`config.mk`:
```
export PLATFORM = sky130hd
export DESIGN_NAME = nanorv32_pipe_ctrl_flat
export DESIGN_NICKNAME = d
export VERILOG_FILES = /design/src/rtl/nanorv32_pipe_ctrl_pkg.sv /design/src/rtl/nanorv32_pipe_ctrl_if.sv /design/src/rtl/nanorv32_irq_arb.sv /design/src/rtl/nanorv32_pipe_ctrl.sv /design/src/flat_wrapper.sv
export SDC_FILE = /design/constraint.sdc
export NUM_CORES = 1
export LEC_CHECK = 0
export CORE_UTILIZATION = 30
export CTS_BUF_LIST = sky130_fd_sc_hd__clkbuf_4 sky130_fd_sc_hd__clkbuf_8
export CTS_CLUSTER_SIZE = 14
export DETAILED_ROUTE_END_ITERATION = 12
export GPL_TIMING_DRIVEN = 0
export PLACE_DENSITY_LB_ADDON = 0.05
export SYNTH_ARGS = -nofsm -noshare
export SYNTH_HDL_FRONTEND = slang
export SYNTH_SLANG_ARGS = --single-unit
```
`constraint.sdc`:
```
create_clock -name clk -period 3.5 [get_ports clk]
set_clock_uncertainty 0.05 [all_clocks]
set_input_delay 1.05 -clock clk [delete_from_list [all_inputs] [get_ports clk]]
set_output_delay 1.05 -clock clk [all_outputs]
set_load 0.005 [all_outputs]
```
`src/rtl/nanorv32_pipe_ctrl_pkg.sv`:
```
// Shared nanorv32 pipeline-control definitions: pstate encodings, the
// per-cycle control output bundle and small width helpers.
package nanorv32_pipe_ctrl_pkg;

    localparam int PSTATE_W = 3;

    localparam logic [PSTATE_W-1:0] PSTATE_RESET  = 3'd0;
    localparam logic [PSTATE_W-1:0] PSTATE_CONT   = 3'd1;
    localparam logic [PSTATE_W-1:0] PSTATE_BRANCH = 3'd2;
    localparam logic [PSTATE_W-1:0] PSTATE_STALL  = 3'd3;
    localparam logic [PSTATE_W-1:0] PSTATE_WAITLD = 3'd4;
    localparam logic [PSTATE_W-1:0] PSTATE_IRQ    = 3'd5;

    typedef struct packed {
        logic stall;
        logic stall_reset;
        logic new_pc;
        logic valid_inst;
        logic data_access;
        logic bypass;
        logic timeout_err;
    } pipe_ctrl_out_t;

    localparam pipe_ctrl_out_t CTRL_DEFAULT = '{
        stall:       1'b0,
        stall_reset: 1'b0,
        new_pc:      1'b0,
        valid_inst:  1'b1,
        data_access: 1'b0,
        bypass:      1'b0,
        timeout_err: 1'b0
    };

    // Index width for n request lines, never narrower than one bit.
    function automatic int id_width(input int n);
        return (n > 1) ? $clog2(n) : 1;
    endfunction

endpackage

```
`src/rtl/nanorv32_pipe_ctrl_if.sv`:
```
// Pipeline-control bundle between the core datapath (master) and the
// pipeline controller (slave).
interface nanorv32_pipe_ctrl_if #(
    parameter int NB_IRQ  = 4,
    parameter int UROM_AW = 5
);
    import nanorv32_pipe_ctrl_pkg::*;

    localparam int IRQ_IDW = id_width(NB_IRQ);

    // hreadyd and codeif_cpu_ready_r act as ready for the request the
    // controller is currently holding: it completes in the cycle ready is
    // sampled high at the clock edge, and is re-held every cycle until then.
    // Controller outputs carry no valid of their own and are meaningful
    // every cycle.
    logic                  branch_taken;
    logic                  datamem_read;
    logic                  datamem_write;
    logic                  hreadyd;
    logic                  codeif_cpu_ready_r;
    logic [NB_IRQ-1:0]     irq;
    logic                  irq_enable;

    logic                  force_stall_pstate;
    logic                  force_stall_reset;
    logic                  output_new_pc;
    logic                  valid_inst;
    logic                  data_access_cycle;
    logic [PSTATE_W-1:0]   pstate_r;
    logic [NB_IRQ-1:0]     irq_ack;
    logic [IRQ_IDW-1:0]    irq_id;
    logic                  irq_bypass_inst_reg;
    logic [UROM_AW-1:0]    urom_addr;
    logic                  bus_timeout_err;

    modport master (
        output branch_taken, datamem_read, datamem_write, hreadyd,
               codeif_cpu_ready_r, irq, irq_enable,
        input  force_stall_pstate, force_stall_reset, output_new_pc,
               valid_inst, data_access_cycle, pstate_r, irq_ack, irq_id,
               irq_bypass_inst_reg, urom_addr, bus_timeout_err
    );

    modport slave (
        input  branch_taken, datamem_read, datamem_write, hreadyd,
               codeif_cpu_ready_r, irq, irq_enable,
        output force_stall_pstate, force_stall_reset, output_new_pc,
               valid_inst, data_access_cycle, pstate_r, irq_ack, irq_id,
               irq_bypass_inst_reg, urom_addr, bus_timeout_err
    );

endinterface

```
`src/rtl/nanorv32_irq_arb.sv`:
```
// Fixed-priority interrupt arbiter: lowest requesting index wins; the
// winner is captured into irq_id when the controller takes the interrupt.
module nanorv32_irq_arb
    import nanorv32_pipe_ctrl_pkg::*;
#(
    parameter int  NB_IRQ = 4,
    localparam int IDW    = id_width(NB_IRQ)
) (
    input  logic              clk,
    input  logic              rst,
    input  logic [NB_IRQ-1:0] irq,
    input  logic              capture,
    output logic              req_any,
    output logic [IDW-1:0]    sel_id,
    output logic [NB_IRQ-1:0] sel_onehot,
    output logic [IDW-1:0]    irq_id
);

    assign req_any = |irq;

    // Two's-complement trick isolates the lowest set request bit.
    assign sel_onehot = irq & (~irq + 1'b1);

    always_comb begin
        sel_id = '0;
        for (int i = NB_IRQ - 1; i >= 0; i--) begin
            if (irq[i]) begin
                sel_id = IDW'(i);
            end
        end
    end

    always_ff @(posedge clk) begin
        if (rst) begin
            irq_id <= '0;
        end else if (capture) begin
            irq_id <= sel_id;
        end
    end

endmodule

```
`src/rtl/nanorv32_pipe_ctrl.sv`:
```
// nanorv32 pipeline controller: sequences branches, load/store waits with
// timeout, and micro-ROM interrupt-entry sequences.
module nanorv32_pipe_ctrl
    import nanorv32_pipe_ctrl_pkg::*;
#(
    parameter int NB_IRQ      = 4,
    parameter int UROM_AW     = 5,
    parameter int IRQ_SEQ_LEN = 4,
    parameter int BUS_TIMEOUT = 16
) (
    input  logic                 clk,
    input  logic                 rst,
    nanorv32_pipe_ctrl_if.slave  bus
);

    localparam int IDW        = id_width(NB_IRQ);
    localparam int WAIT_W     = (BUS_TIMEOUT > 1) ? $clog2(BUS_TIMEOUT) : 1;
    localparam int SEQ_W      = (IRQ_SEQ_LEN > 1) ? $clog2(IRQ_SEQ_LEN) : 1;
    localparam bit TIMEOUT_EN = (BUS_TIMEOUT > 0);

    localparam logic [WAIT_W-1:0] WAIT_LAST =
        WAIT_W'((BUS_TIMEOUT > 0) ? (BUS_TIMEOUT - 1) : 0);
    localparam logic [SEQ_W-1:0]  SEQ_LAST  = SEQ_W'(IRQ_SEQ_LEN - 1);

    logic [PSTATE_W-1:0] pstate_r;
    logic [PSTATE_W-1:0] pstate_nxt;
    logic [PSTATE_W-1:0] cur_state;
    logic [WAIT_W-1:0]   wait_cnt;
    logic [SEQ_W-1:0]    seq_cnt;
    logic [UROM_AW-1:0]  urom_addr_r;
    logic [UROM_AW-1:0]  urom_base;
    logic [NB_IRQ-1:0]   irq_ack_r;
    pipe_ctrl_out_t      ctrl;
    logic                take_irq;
    logic                timeout_hit;

    logic                arb_req_any;
    logic [IDW-1:0]      arb_sel_id;
    logic [NB_IRQ-1:0]   arb_sel_onehot;
    logic [IDW-1:0]      arb_irq_id;

    nanorv32_irq_arb #(
        .NB_IRQ (NB_IRQ)
    ) u_irq_arb (
        .clk        (clk),
        .rst        (rst),
        .irq        (bus.irq),
        .capture    (take_irq),
        .req_any    (arb_req_any),
        .sel_id     (arb_sel_id),
        .sel_onehot (arb_sel_onehot),
        .irq_id     (arb_irq_id)
    );

    // While rst is high the outputs decode as RESET, so a pending timeout or
    // branch in the abandoned state never leaks out during the reset cycle.
    assign cur_state   = rst ? PSTATE_RESET : pstate_r;
    assign timeout_hit = TIMEOUT_EN && (wait_cnt == WAIT_LAST);
    assign urom_base   = UROM_AW'(arb_sel_id) * UROM_AW'(IRQ_SEQ_LEN);

    always_comb begin
        ctrl       = CTRL_DEFAULT;
        pstate_nxt = PSTATE_CONT;
        take_irq   = 1'b0;
        case (cur_state)
            PSTATE_RESET: begin
                ctrl.stall       = 1'b1;
                ctrl.stall_reset = 1'b1;
                pstate_nxt       = PSTATE_CONT;
            end
            PSTATE_CONT: begin
                if (bus.branch_taken) begin
                    ctrl.stall   = 1'b1;
                    ctrl.new_pc  = 1'b1;
                    pstate_nxt   = PSTATE_BRANCH;
                end else if (bus.datamem_read || bus.datamem_write) begin
                    ctrl.stall       = 1'b1;
                    ctrl.data_access = 1'b1;
                    pstate_nxt       = PSTATE_WAITLD;
                end else if (bus.irq_enable && arb_req_any) begin
                    take_irq   = 1'b1;
                    pstate_nxt = PSTATE_IRQ;
                end else begin
                    pstate_nxt = PSTATE_CONT;
                end
            end
            PSTATE_BRANCH: begin
                ctrl.new_pc = 1'b1;
                if (bus.codeif_cpu_ready_r) begin
                    pstate_nxt = PSTATE_CONT;
                end else begin
                    ctrl.stall = 1'b1;
                    pstate_nxt = PSTATE_BRANCH;
                end
            end
            PSTATE_STALL: begin
                ctrl.valid_inst = 1'b0;
                if (bus.codeif_cpu_ready_r) begin
                    pstate_nxt = PSTATE_CONT;
                end else begin
                    ctrl.stall = 1'b1;
                    pstate_nxt = PSTATE_STALL;
                end
            end
            PSTATE_WAITLD: begin
                if (bus.hreadyd) begin
                    pstate_nxt = PSTATE_CONT;
                end else if (timeout_hit) begin
                    ctrl.timeout_err = 1'b1;
                    pstate_nxt       = PSTATE_CONT;
                end else begin
                    ctrl.stall = 1'b1;
                    pstate_nxt = PSTATE_WAITLD;
                end
            end
            PSTATE_IRQ: begin
                ctrl.bypass = 1'b1;
                if (bus.branch_taken) begin
                    ctrl.new_pc = 1'b1;
                    ctrl.stall  = 1'b1;
                    pstate_nxt  = PSTATE_BRANCH;
                end else if (seq_cnt == SEQ_LAST) begin
                    pstate_nxt = PSTATE_CONT;
                end else begin
                    pstate_nxt = PSTATE_IRQ;
                end
            end
            default: begin
                pstate_nxt = PSTATE_CONT;
            end
        endcase
    end

    always_ff @(posedge clk) begin
        if (rst) begin
            pstate_r    <= PSTATE_RESET;
            wait_cnt    <= '0;
            seq_cnt     <= '0;
            urom_addr_r <= '0;
            irq_ack_r   <= '0;
        end else begin
            pstate_r  <= pstate_nxt;
            irq_ack_r <= take_irq ? arb_sel_onehot : '0;

            // Counts only while staying in WAITLD; saturates if never timed out.
            if (pstate_r == PSTATE_WAITLD && pstate_nxt == PSTATE_WAITLD) begin
                if (wait_cnt != '1) begin
                    wait_cnt <= wait_cnt + 1'b1;
                end
            end else begin
                wait_cnt <= '0;
            end

            if (take_irq) begin
                seq_cnt     <= '0;
                urom_addr_r <= urom_base;
            end else if (pstate_r == PSTATE_IRQ) begin
                seq_cnt     <= seq_cnt + 1'b1;
                urom_addr_r <= urom_addr_r + 1'b1;
            end
        end
    end

    assign bus.force_stall_pstate  = ctrl.stall;
    assign bus.force_stall_reset   = ctrl.stall_reset;
    assign bus.output_new_pc       = ctrl.new_pc;
    assign bus.valid_inst          = ctrl.valid_inst;
    assign bus.data_access_cycle   = ctrl.data_access;
    assign bus.irq_bypass_inst_reg = ctrl.bypass;
    assign bus.bus_timeout_err     = ctrl.timeout_err;
    assign bus.pstate_r            = pstate_r;
    assign bus.irq_ack             = irq_ack_r;
    assign bus.irq_id              = arb_irq_id;
    assign bus.urom_addr           = urom_addr_r;

endmodule

```
`src/flat_wrapper.sv`:
```
// flat-port wrapper written by rule: the top's interface ports become plain ports
module nanorv32_pipe_ctrl_flat import nanorv32_pipe_ctrl_pkg::*;
#(
    parameter int NB_IRQ      = 4,
    parameter int UROM_AW     = 5,
    parameter int IRQ_SEQ_LEN = 4,
    parameter int BUS_TIMEOUT = 16
)
  (clk, rst, bus_branch_taken, bus_datamem_read, bus_datamem_write, bus_hreadyd, bus_codeif_cpu_ready_r, bus_irq, bus_irq_enable, bus_force_stall_pstate, bus_force_stall_reset, bus_output_new_pc, bus_valid_inst, bus_data_access_cycle, bus_pstate_r, bus_irq_ack, bus_irq_id, bus_irq_bypass_inst_reg, bus_urom_addr, bus_bus_timeout_err);
  nanorv32_pipe_ctrl_if #(.NB_IRQ(NB_IRQ), .UROM_AW(UROM_AW)) bus_i ();
  input  logic clk;
  input  logic rst;
  input wire logic [$bits(bus_i.branch_taken)-1:0] bus_branch_taken;
  input wire logic [$bits(bus_i.datamem_read)-1:0] bus_datamem_read;
  input wire logic [$bits(bus_i.datamem_write)-1:0] bus_datamem_write;
  input wire logic [$bits(bus_i.hreadyd)-1:0] bus_hreadyd;
  input wire logic [$bits(bus_i.codeif_cpu_ready_r)-1:0] bus_codeif_cpu_ready_r;
  input wire logic [$bits(bus_i.irq)-1:0] bus_irq;
  input wire logic [$bits(bus_i.irq_enable)-1:0] bus_irq_enable;
  output wire logic [$bits(bus_i.force_stall_pstate)-1:0] bus_force_stall_pstate;
  output wire logic [$bits(bus_i.force_stall_reset)-1:0] bus_force_stall_reset;
  output wire logic [$bits(bus_i.output_new_pc)-1:0] bus_output_new_pc;
  output wire logic [$bits(bus_i.valid_inst)-1:0] bus_valid_inst;
  output wire logic [$bits(bus_i.data_access_cycle)-1:0] bus_data_access_cycle;
  output wire logic [$bits(bus_i.pstate_r)-1:0] bus_pstate_r;
  output wire logic [$bits(bus_i.irq_ack)-1:0] bus_irq_ack;
  output wire logic [$bits(bus_i.irq_id)-1:0] bus_irq_id;
  output wire logic [$bits(bus_i.irq_bypass_inst_reg)-1:0] bus_irq_bypass_inst_reg;
  output wire logic [$bits(bus_i.urom_addr)-1:0] bus_urom_addr;
  output wire logic [$bits(bus_i.bus_timeout_err)-1:0] bus_bus_timeout_err;
  assign bus_i.branch_taken = bus_branch_taken;
  assign bus_i.datamem_read = bus_datamem_read;
  assign bus_i.datamem_write = bus_datamem_write;
  assign bus_i.hreadyd = bus_hreadyd;
  assign bus_i.codeif_cpu_ready_r = bus_codeif_cpu_ready_r;
  assign bus_i.irq = bus_irq;
  assign bus_i.irq_enable = bus_irq_enable;
  assign bus_force_stall_pstate = bus_i.force_stall_pstate;
  assign bus_force_stall_reset = bus_i.force_stall_reset;
  assign bus_output_new_pc = bus_i.output_new_pc;
  assign bus_valid_inst = bus_i.valid_inst;
  assign bus_data_access_cycle = bus_i.data_access_cycle;
  assign bus_pstate_r = bus_i.pstate_r;
  assign bus_irq_ack = bus_i.irq_ack;
  assign bus_irq_id = bus_i.irq_id;
  assign bus_irq_bypass_inst_reg = bus_i.irq_bypass_inst_reg;
  assign bus_urom_addr = bus_i.urom_addr;
  assign bus_bus_timeout_err = bus_i.bus_timeout_err;
  nanorv32_pipe_ctrl #(.NB_IRQ(NB_IRQ), .UROM_AW(UROM_AW), .IRQ_SEQ_LEN(IRQ_SEQ_LEN), .BUS_TIMEOUT(BUS_TIMEOUT)) u_core (.clk(clk), .rst(rst), .bus(bus_i));
endmodule
```
# --- Word level (Yosys, flattened, before mapping) ---
# Cells that the tools add are included.
totals:
  word_cells: 74
  ff_bits: 20
  inputBits: 12
op_classes:
  n_reduce_logical: 11
  add_sub_neg: 4
  muxes: 37
  n_bitwise: 4
  eq_ne: 11
op_table:
  columns: ["operator", "count"]
  rows:
  - ["2-to-1 mux 3 bit", 8]
  - ["2-to-1 mux 1 bit", 18]
  - ["== test 3 bit (second input constant)", 5]
  - ["case mux 3 bit (5 select lines)", 1]
  - ["2-to-1 mux 2 bit", 6]
  - ["OR reduction 2 bit", 5]
  - ["adder 4 x 1 -> 4 bit (second input constant)", 2]
  - ["2-to-1 mux 4 bit", 2]
  - ["== test 3 x 2 -> 1 bit (second input constant)", 2]
  - ["adder 5 x 1 -> 5 bit (second input constant)", 1]
  - ["case mux 1 bit (5 select lines)", 1]
  - ["bitwise AND 4 bit", 1]
  - ["== test 4 bit (second input constant)", 1]
  - ["inequality test 4 bit (second input constant)", 1]
  - ["inverter 4 bit", 1]
  - ["OR reduction 4 bit", 1]
  - ["== test 3 x 1 -> 1 bit (second input constant)", 1]
  - ["zero test 3 bit", 1]
  - ["adder 2 x 1 -> 2 bit (second input constant)", 1]
  - ["== test 2 bit (second input constant)", 1]
  - ["logical AND 1 bit", 2]
  - ["inverter 1 bit", 2]
  - ["case mux 1 bit (2 select lines)", 1]
  - ["nonzero test 2 bit", 1]
  - ["logical OR 1 bit", 1]

# --- Logic depth before layout (Yosys ltp) ---
# Gate-level depths: netlist of the first run.
logic_depth:
  depth_word: 10
  mapped_depth: 6

# --- By module ---
# From an unflattened synthesis of the first run, not the netlist that was laid out.
hier_totals:
  cells_unflattened: 120
  area_unflattened_um2: 1044.8
by_module_without_submodules:
  columns: ["mod", "cells_each", "area_per_inst_um2", "seq_area_each_um2", "instances"]
  rows:
  - ["nanorv32_pipe_ctrl", 102, 905.9, 360.3, 1]
  - ["nanorv32_irq_arb", 18, 138.9, 40.0, 1]

# --- Worst setup path before layout of the first run ---
# Ideal clock, no wire load.
synth_path:
  kind: "input -> output"
  start: "in bus_datamem_write"
  end: "out bus_force_stall_pstate"
  arrival_ps: 1953
  path_stages: 4
  n_path_buf: 0
  path_slack_ps: 447
  path_cell_list: "nor2_1 > a21o_1 > a21oi_1 > or4b_1"
synth_via:
  elab_chain_cells: 4
synth_lines:
  columns: ["item", "line_no", "rtl"]
  rows:
  - ["from (decl)", "flat_wrapper.sv:15", "input wire logic [$bits(bus_i.datamem_write)-1:0] bus_datamem_write;"]
  - ["logical OR 1 bit", "nanorv32_pipe_ctrl.sv:76", "end else if (bus.datamem_read || bus.datamem_write) begin"]
  - ["2-to-1 mux 1 bit", "nanorv32_pipe_ctrl.sv:76", null]
  - ["2-to-1 mux 1 bit", "nanorv32_pipe_ctrl.sv:72", "if (bus.branch_taken) begin"]
  - ["case mux 1 bit (5 select lines)", "nanorv32_pipe_ctrl.sv:65", "case (cur_state)"]
  - ["to (decl)", "flat_wrapper.sv:20", "output wire logic [$bits(bus_i.force_stall_pstate)-1:0] bus_force_stall_pstate;"]
# Every way passes these cells.

# --- Final worst setup path of the first run ---
layout_path:
  start: "in bus_hreadyd"
  end: "out bus_force_stall_pstate"
layout_via:
  elab_chain_cells: 2
layout_lines:
  columns: ["item", "line_no", "rtl"]
  rows:
  - ["from (decl)", "flat_wrapper.sv:16", "input wire logic [$bits(bus_i.hreadyd)-1:0] bus_hreadyd;"]
  - ["2-to-1 mux 1 bit", "nanorv32_pipe_ctrl.sv:106", "if (bus.hreadyd) begin"]
  - ["case mux 1 bit (5 select lines)", "nanorv32_pipe_ctrl.sv:65", null]
# Every way passes these cells.

==> reports/metrics.cfg, run 1 <==
[synth]
synth.top_cell.area_share = 0.4267
synth_ff_type = dfxtp_1
synth.avg_cell_area_um2 = 8.853
ys_seq_area_frac = 0.4267
synth.net_count = 121
yosysWarnings = 0
synthArstFlopShare = 0
yosysTopAreaCell = dfxtp_1
synth_area_leaders = dfxtp_1 43%, nor2_1 4.4%, a21oi_1 4.3%, ha_1 4.0%, nand2_1 4.0%
netlist_instances = 106
ys_seq_elements = 20
syn-cell-area_um2 = 938.4
yosysUniqueCellTypes = 38
synth_edf_count = 0

[power]
p_per_area_nw_per_um2 = 296.4
power.total_mw = 0.4150
leakage_nw = 0.5685
vdd_drop_max_mv = 0.2215

[sta]
post-route-min-period_ps = 3422
finalCritPeriodShare = 0.9776
slew_headroom = 0.5940
maxSlewViolCount = 0
hold_viol = 0
worst_pin_slew_ps = 607.8
fmax_mhz = 292.2
setup_viol = 0
grt_setup_unrepaired = no

[clock_network]
clkLatencyLatePin_ps = 290
clockBufferDepth = 2
cts_max_level = 1
root_buffer = clkbuf_4
cts-hold-fix-buffers = 0
numCtsBuffers = 3
clk_pin_slew_ps = 100
cts_tree = yes
clock-sinks = 20

[final_layout]
utilization = 0.4908
nNetsFinal = 165
fillCellCount = 291
final_cells = 179
antenna_cells = 0
area_growth_pct = 49.20
regArea_um2 = 400.4
multi_input_area_um2 = 525.5
layout-drive-gt1-share = 0.1757

[floorplanning]
row_count = 19
start_util = 0.3289
die_x_um = 57.93
io_pins = 33
design.core.area_um2 = 2853
dieArea_um2 = 3356
die_h_um = 57.93

[critical_path]
crit_type = in -> out
cp-end-kind = output port
cp_max_fo = 2
worstPathRequired_ps = 2400
rr_worst_depth = 5
start_kind = input pin
arrival_ps = 2320

[min_path]
hold_class = reg -> reg
min_path_cells = 2

[placement]
place_congestion = 0.7248
hpwlAfterDp_um = 1545
dp_cells = 169
portBuffers = 32

[job]
drv_cap = 0

[run_status]
status = finished with violations
violations = design-rule violations

[global_route]
globalRouteOverflowTotal = 0
grt_pass1_wl_um = 3657
first_global_vias = 848
antenna_found_initial = 0
grt_max_degree = 11
grt_use_total = 0.1394

[detailed_routing]
vias = 894
routed_wl_um = 2128
vias_per_cell = 4.994
drtIter0Drc = 27
postRouteAntennaNets = 0
first_pass_iters = 9
post-route-drc-count = 2
post_drt_wl_per_cell_um = 11.89

-- critical path, stage by stage --
cell and delay, ps:
clkdlybuf4s15_1 160, nand2b_4 130, or4_4 520, buf_6 140
nor2b_4 110, or4b_1 110, buf_2 100
-- flip-flops by register name, summed over array words and instances, names as in the netlist --
register and count:
u_core.bus.urom_addr 5, u_core.bus.irq_ack 4, u_core.wait_cnt 4, u_core.bus.pstate_r 3
u_core.seq_cnt 2, u_core.u_irq_arb.irq_id 2
-- synth_stat cells (2+ instances only) --
master	count
dfxtp_1	20
nor2_1	11
nand2_1	10
a21oi_1	8
inv_1	6
o21ai_0	5
ha_1	3
nand2b_1	3
nor2b_1	3
xnor2_1	3
xor2_1	3
a21o_1	2
nand4_1	2
nor3_1	2
nor4_1	2
-- what timing repair did --
| action | in CTS | in global routing |
|---|---|---|
| pin swaps | 4 | 3 |
| setup endpoints to repair | 7 | 2 |
| gates resized for setup | 19 | 2 |
| setup buffers | 6 | 1 |
| endpoints found under the hold margin | 0 | 0 |
-- cell type report --
type / count / area share
well taps: 31 / 0.02770
flip-flops and latches: 20 / 0.2860
plain buffers: 3 / 0.01430
clock buffers: 3 / 0.01609
inverters: 6 / 0.01609
multi-input cells: 77 / 0.3753
repair buffers: 39 / 0.2645
-- power breakdown --
group          internal (mW)  switching, mW  total [mW]
Clock                 0.0401         0.0647       0.105
Sequential             0.232        0.00597       0.238
Combinational         0.0409         0.0317      0.0726
-- layout by cell type (no fill, tap or decap), types with 3 or more instances in the layout --
master	instances
a21oi_1	8
clkdlybuf4s50_1	25
nand2_1	10
buf_4	7
clkbuf_4	4
ha_1	3
o21ai_0	5
inv_1	6
dlygate4sd2_1	3
dfxtp_1	20
xnor2_1	3
xor2_1	3
nor2_1	10
-- kinds of logic after synthesis --
family / count (synthesis) / share of synthesized area
simple gates: 47 / 0.2894
flops: 20 / 0.4267
compound gates: 21 / 0.1467
fa+ha+maj: 3 / 0.04000
buf+inv: 9 / 0.04133
xor+xnor: 6 / 0.05601
-- final timing paths --
check / from / end / slack [ps]
worst min register to register: u_core.seq_cnt[1] / u_core.seq_cnt[1] / 420
worst max register to register: u_core.bus.pstate_r[2] / u_core.bus.urom_addr[3] / 1660
worst max-delay path: bus_hreadyd / bus_force_stall_pstate / 80
worst min-delay path: u_core.seq_cnt[1] / u_core.seq_cnt[1] / 420
-- routing by layer --
metal / GRT usage / share of wire
met1: 0.1740 / 0.49
met5: 0 / 0
met2: 0.2266 / 0.46
met3: 0.05134 / 0.046
met4: 0.03741 / 0.012
-- per-stage QoR --
step	setup TNS, ps	area, um2	worst slack (ps)	hold WS (ps)
after floorplan	0	938.4	446.6	387.0
after global placement	-1654	1297	-605.2	396.5
after detailed placement	-1610	1297	-602.8	405.7
after CTS	0	1389	10.71	421.6
after global routing	0	1400	29.79	451.2
final	0	1400	78.23	415.4
Note: power is estimated with default switching activity, not from simulation.
==> run 2, diff against run 1 <==
==> constraint.sdc (replaced) <==
create_clock -name clk -period 3.5 [get_ports clk]
set_clock_uncertainty 0.05 [all_clocks]
set_input_delay 0.525 -clock clk [delete_from_list [all_inputs] [get_ports clk]]
set_output_delay 0.525 -clock clk [all_outputs]
set_load 0.005 [all_outputs]
==> run 2 against run 1 <==
Effect of this change:
- first-iteration DRC count down 3.7%
- register-to-register slack better by 70 ps
- final area down 5.7%
- critical path type unchanged
- setup slack better by 400 ps
- the flow still finishes with violations (design-rule violations)
==> reports/metrics.cfg, run 2 (synthesis gave the netlist of run 1 again) <==
[sta]
grt_setup_unrepaired = no
worst_pin_slew_ps = 607.8  ; +0.07486 ps
slew_headroom = 0.5939  ; about the same
maxSlewViolCount = 0  ; unchanged
hold_viol = 0  ; unchanged
post-route-min-period_ps = 3018  ; -403.4 ps
setup_viol = 0  ; unchanged
setup_tns_ps = 0  ; unchanged
fmax_mhz = 331.3  ; +13%
holdWs_ps = 415.4  ; -0.001000 ps
finalCritPeriodShare = 0.8624  ; -0.1153

[floorplanning]
start_util = 0.3289  ; unchanged
io_pins = 33  ; unchanged
row_count = 19  ; unchanged
dieArea_um2 = 3356  ; unchanged
design.core.area_um2 = 2853  ; unchanged
die_h_um = 57.93  ; unchanged
die_x_um = 57.93  ; unchanged

[placement]
hpwlAfterDp_um = 1545  ; unchanged
place_area_um2 = 1297  ; unchanged
place_congestion = 0.7248  ; unchanged
portBuffers = 32  ; unchanged

[critical_path]
cp_max_fo = 4  ; +2
start_kind = input pin
cp-end-kind = output port
crit_type = in -> out
worstPathRequired_ps = 2920  ; +520 ps
arrival_ps = 2440  ; +120 ps

[clock_network]
clk_pin_slew_ps = 100  ; about the same
clock-sinks = 20  ; unchanged
cts_max_level = 1  ; unchanged
cts_resized = 0  ; -19
postCtsSetupRepairBufs = 0  ; -6
clockBufferDepth = 2  ; unchanged
cts_tree = yes
clkLatencyLatePin_ps = 290  ; about the same
root_buffer = clkbuf_4
numCtsBuffers = 3  ; unchanged
cts-hold-fix-buffers = 0  ; unchanged

[global_route]
antenna_found_initial = 0  ; unchanged
grt_pass1_wl_um = 3512  ; -4.0%
grt_max_degree = 11  ; unchanged
first_global_vias = 810  ; -4.5%
globalRouteOverflowTotal = 0  ; unchanged
grt_use_total = 0.1333  ; -0.006080

[detailed_routing]
met3_length_um = 73  ; -25%
drtIter0Drc = 26  ; -3.7%
vias_per_cell = 4.988  ; -0.12%
first_pass_iters = 9  ; unchanged
drt-met1-wl_um = 1001  ; -3.2%
routed_wl_um = 2030  ; -4.6%
post_drt_wl_per_cell_um = 11.80  ; -0.72%
vias = 858  ; -4.0%
top_layer = met4
post-route-drc-count = 2  ; unchanged
postRouteAntennaNets = 0  ; unchanged
dr_wl_met2_um = 938  ; -3.3%

[job]
drv_cap = 0  ; unchanged

[final_layout]
layout-drive-gt1-share = 0.09220  ; -0.08348
largest_reg_flops = 5  ; unchanged
fillCellCount = 300  ; +3.1%
layout_common_cells = 32 x clkdlybuf4s50_1, 20 x dfxtp_1, 11 x nor2_1
area_growth_pct = 40.67
final_area_um2 = 1320  ; -5.7%
multi_input_area_um2 = 499.2  ; -5.0%
utilization = 0.4627  ; -0.02807
final_common_cell = clkdlybuf4s50_1
regArea_um2 = 400.4  ; unchanged
nNetsFinal = 158  ; -4.2%
antenna_cells = 0  ; unchanged

[power]
vdd_drop_max_mv = 0.2194  ; -0.96%
p_per_area_nw_per_um2 = 310.9  ; +4.9%
leakage_nw = 0.4997  ; -12%

[run_status]
violations = design-rule violations
status = finished with violations

[min_path]
hold_class = reg -> reg

[run 2: cell count changes in the layout (fill, tap and decap cells not counted), sizes merged]
cell           delta
buf               -8
dlymetal6s2s      -1
dlygate4sd2       -3
clkdlybuf4s50     +7
clkdlybuf4s15     -2
[run 2: area by class of cell]
| class | count | share of cell area |
|---|---|---|
| sequential | 20 | 0.3033 |
| buffer | 3 | 0.01232 |
| tap | 31 | 0.02938 |
| inverter | 6 | 0.01706 |
| clock buffer | 3 | 0.01706 |
| multi-input combinational | 77 | 0.3782 |
| timing repair buffer | 32 | 0.2427 |
[run 2: path summary, 6_finish.rpt]
check	depth (start not counted)	slack, ps	end	start
worst max register to register	5	1730	u_core.bus.urom_addr[3]	u_core.bus.pstate_r[0]
worst max-delay path	5	480	bus_force_stall_pstate	rst
worst min register to register	2	420	u_core.seq_cnt[1]	u_core.seq_cnt[1]
worst min-delay path	2	420	u_core.seq_cnt[1]	u_core.seq_cnt[1]
[run 2: critical path, cell delays in order]
cell	delay (ps)
clkdlybuf4s50_1	450
or4_1	560
nor2b_1	260
or4b_1	150
clkdlybuf4s50_1	490
[run 2: power breakdown]
group	internal (mW)	switching, mW
combinational	0.0391	0.0297
sequential	0.232	0.00544
clock	0.0400	0.0643
total	0.311	0.0995
[run 2: through the flow]
step	std cells	power, mW	setup WS [ps]
after floorplan	106	0.2737	1497
after CTS	172	0.4193	443.4
after detailed placement	169	0.3117	447.2
after global placement	169	0.3115	444.8
final	172	0.4104	481.7
after global routing	172	0.4350	355.2
[run 2: layer usage]
layer  up-vias  GRT usage
li1        442          -
met1       400     0.1699
met3         2    0.04911
met5         -          0
met4         0    0.03061
met2        14     0.2151
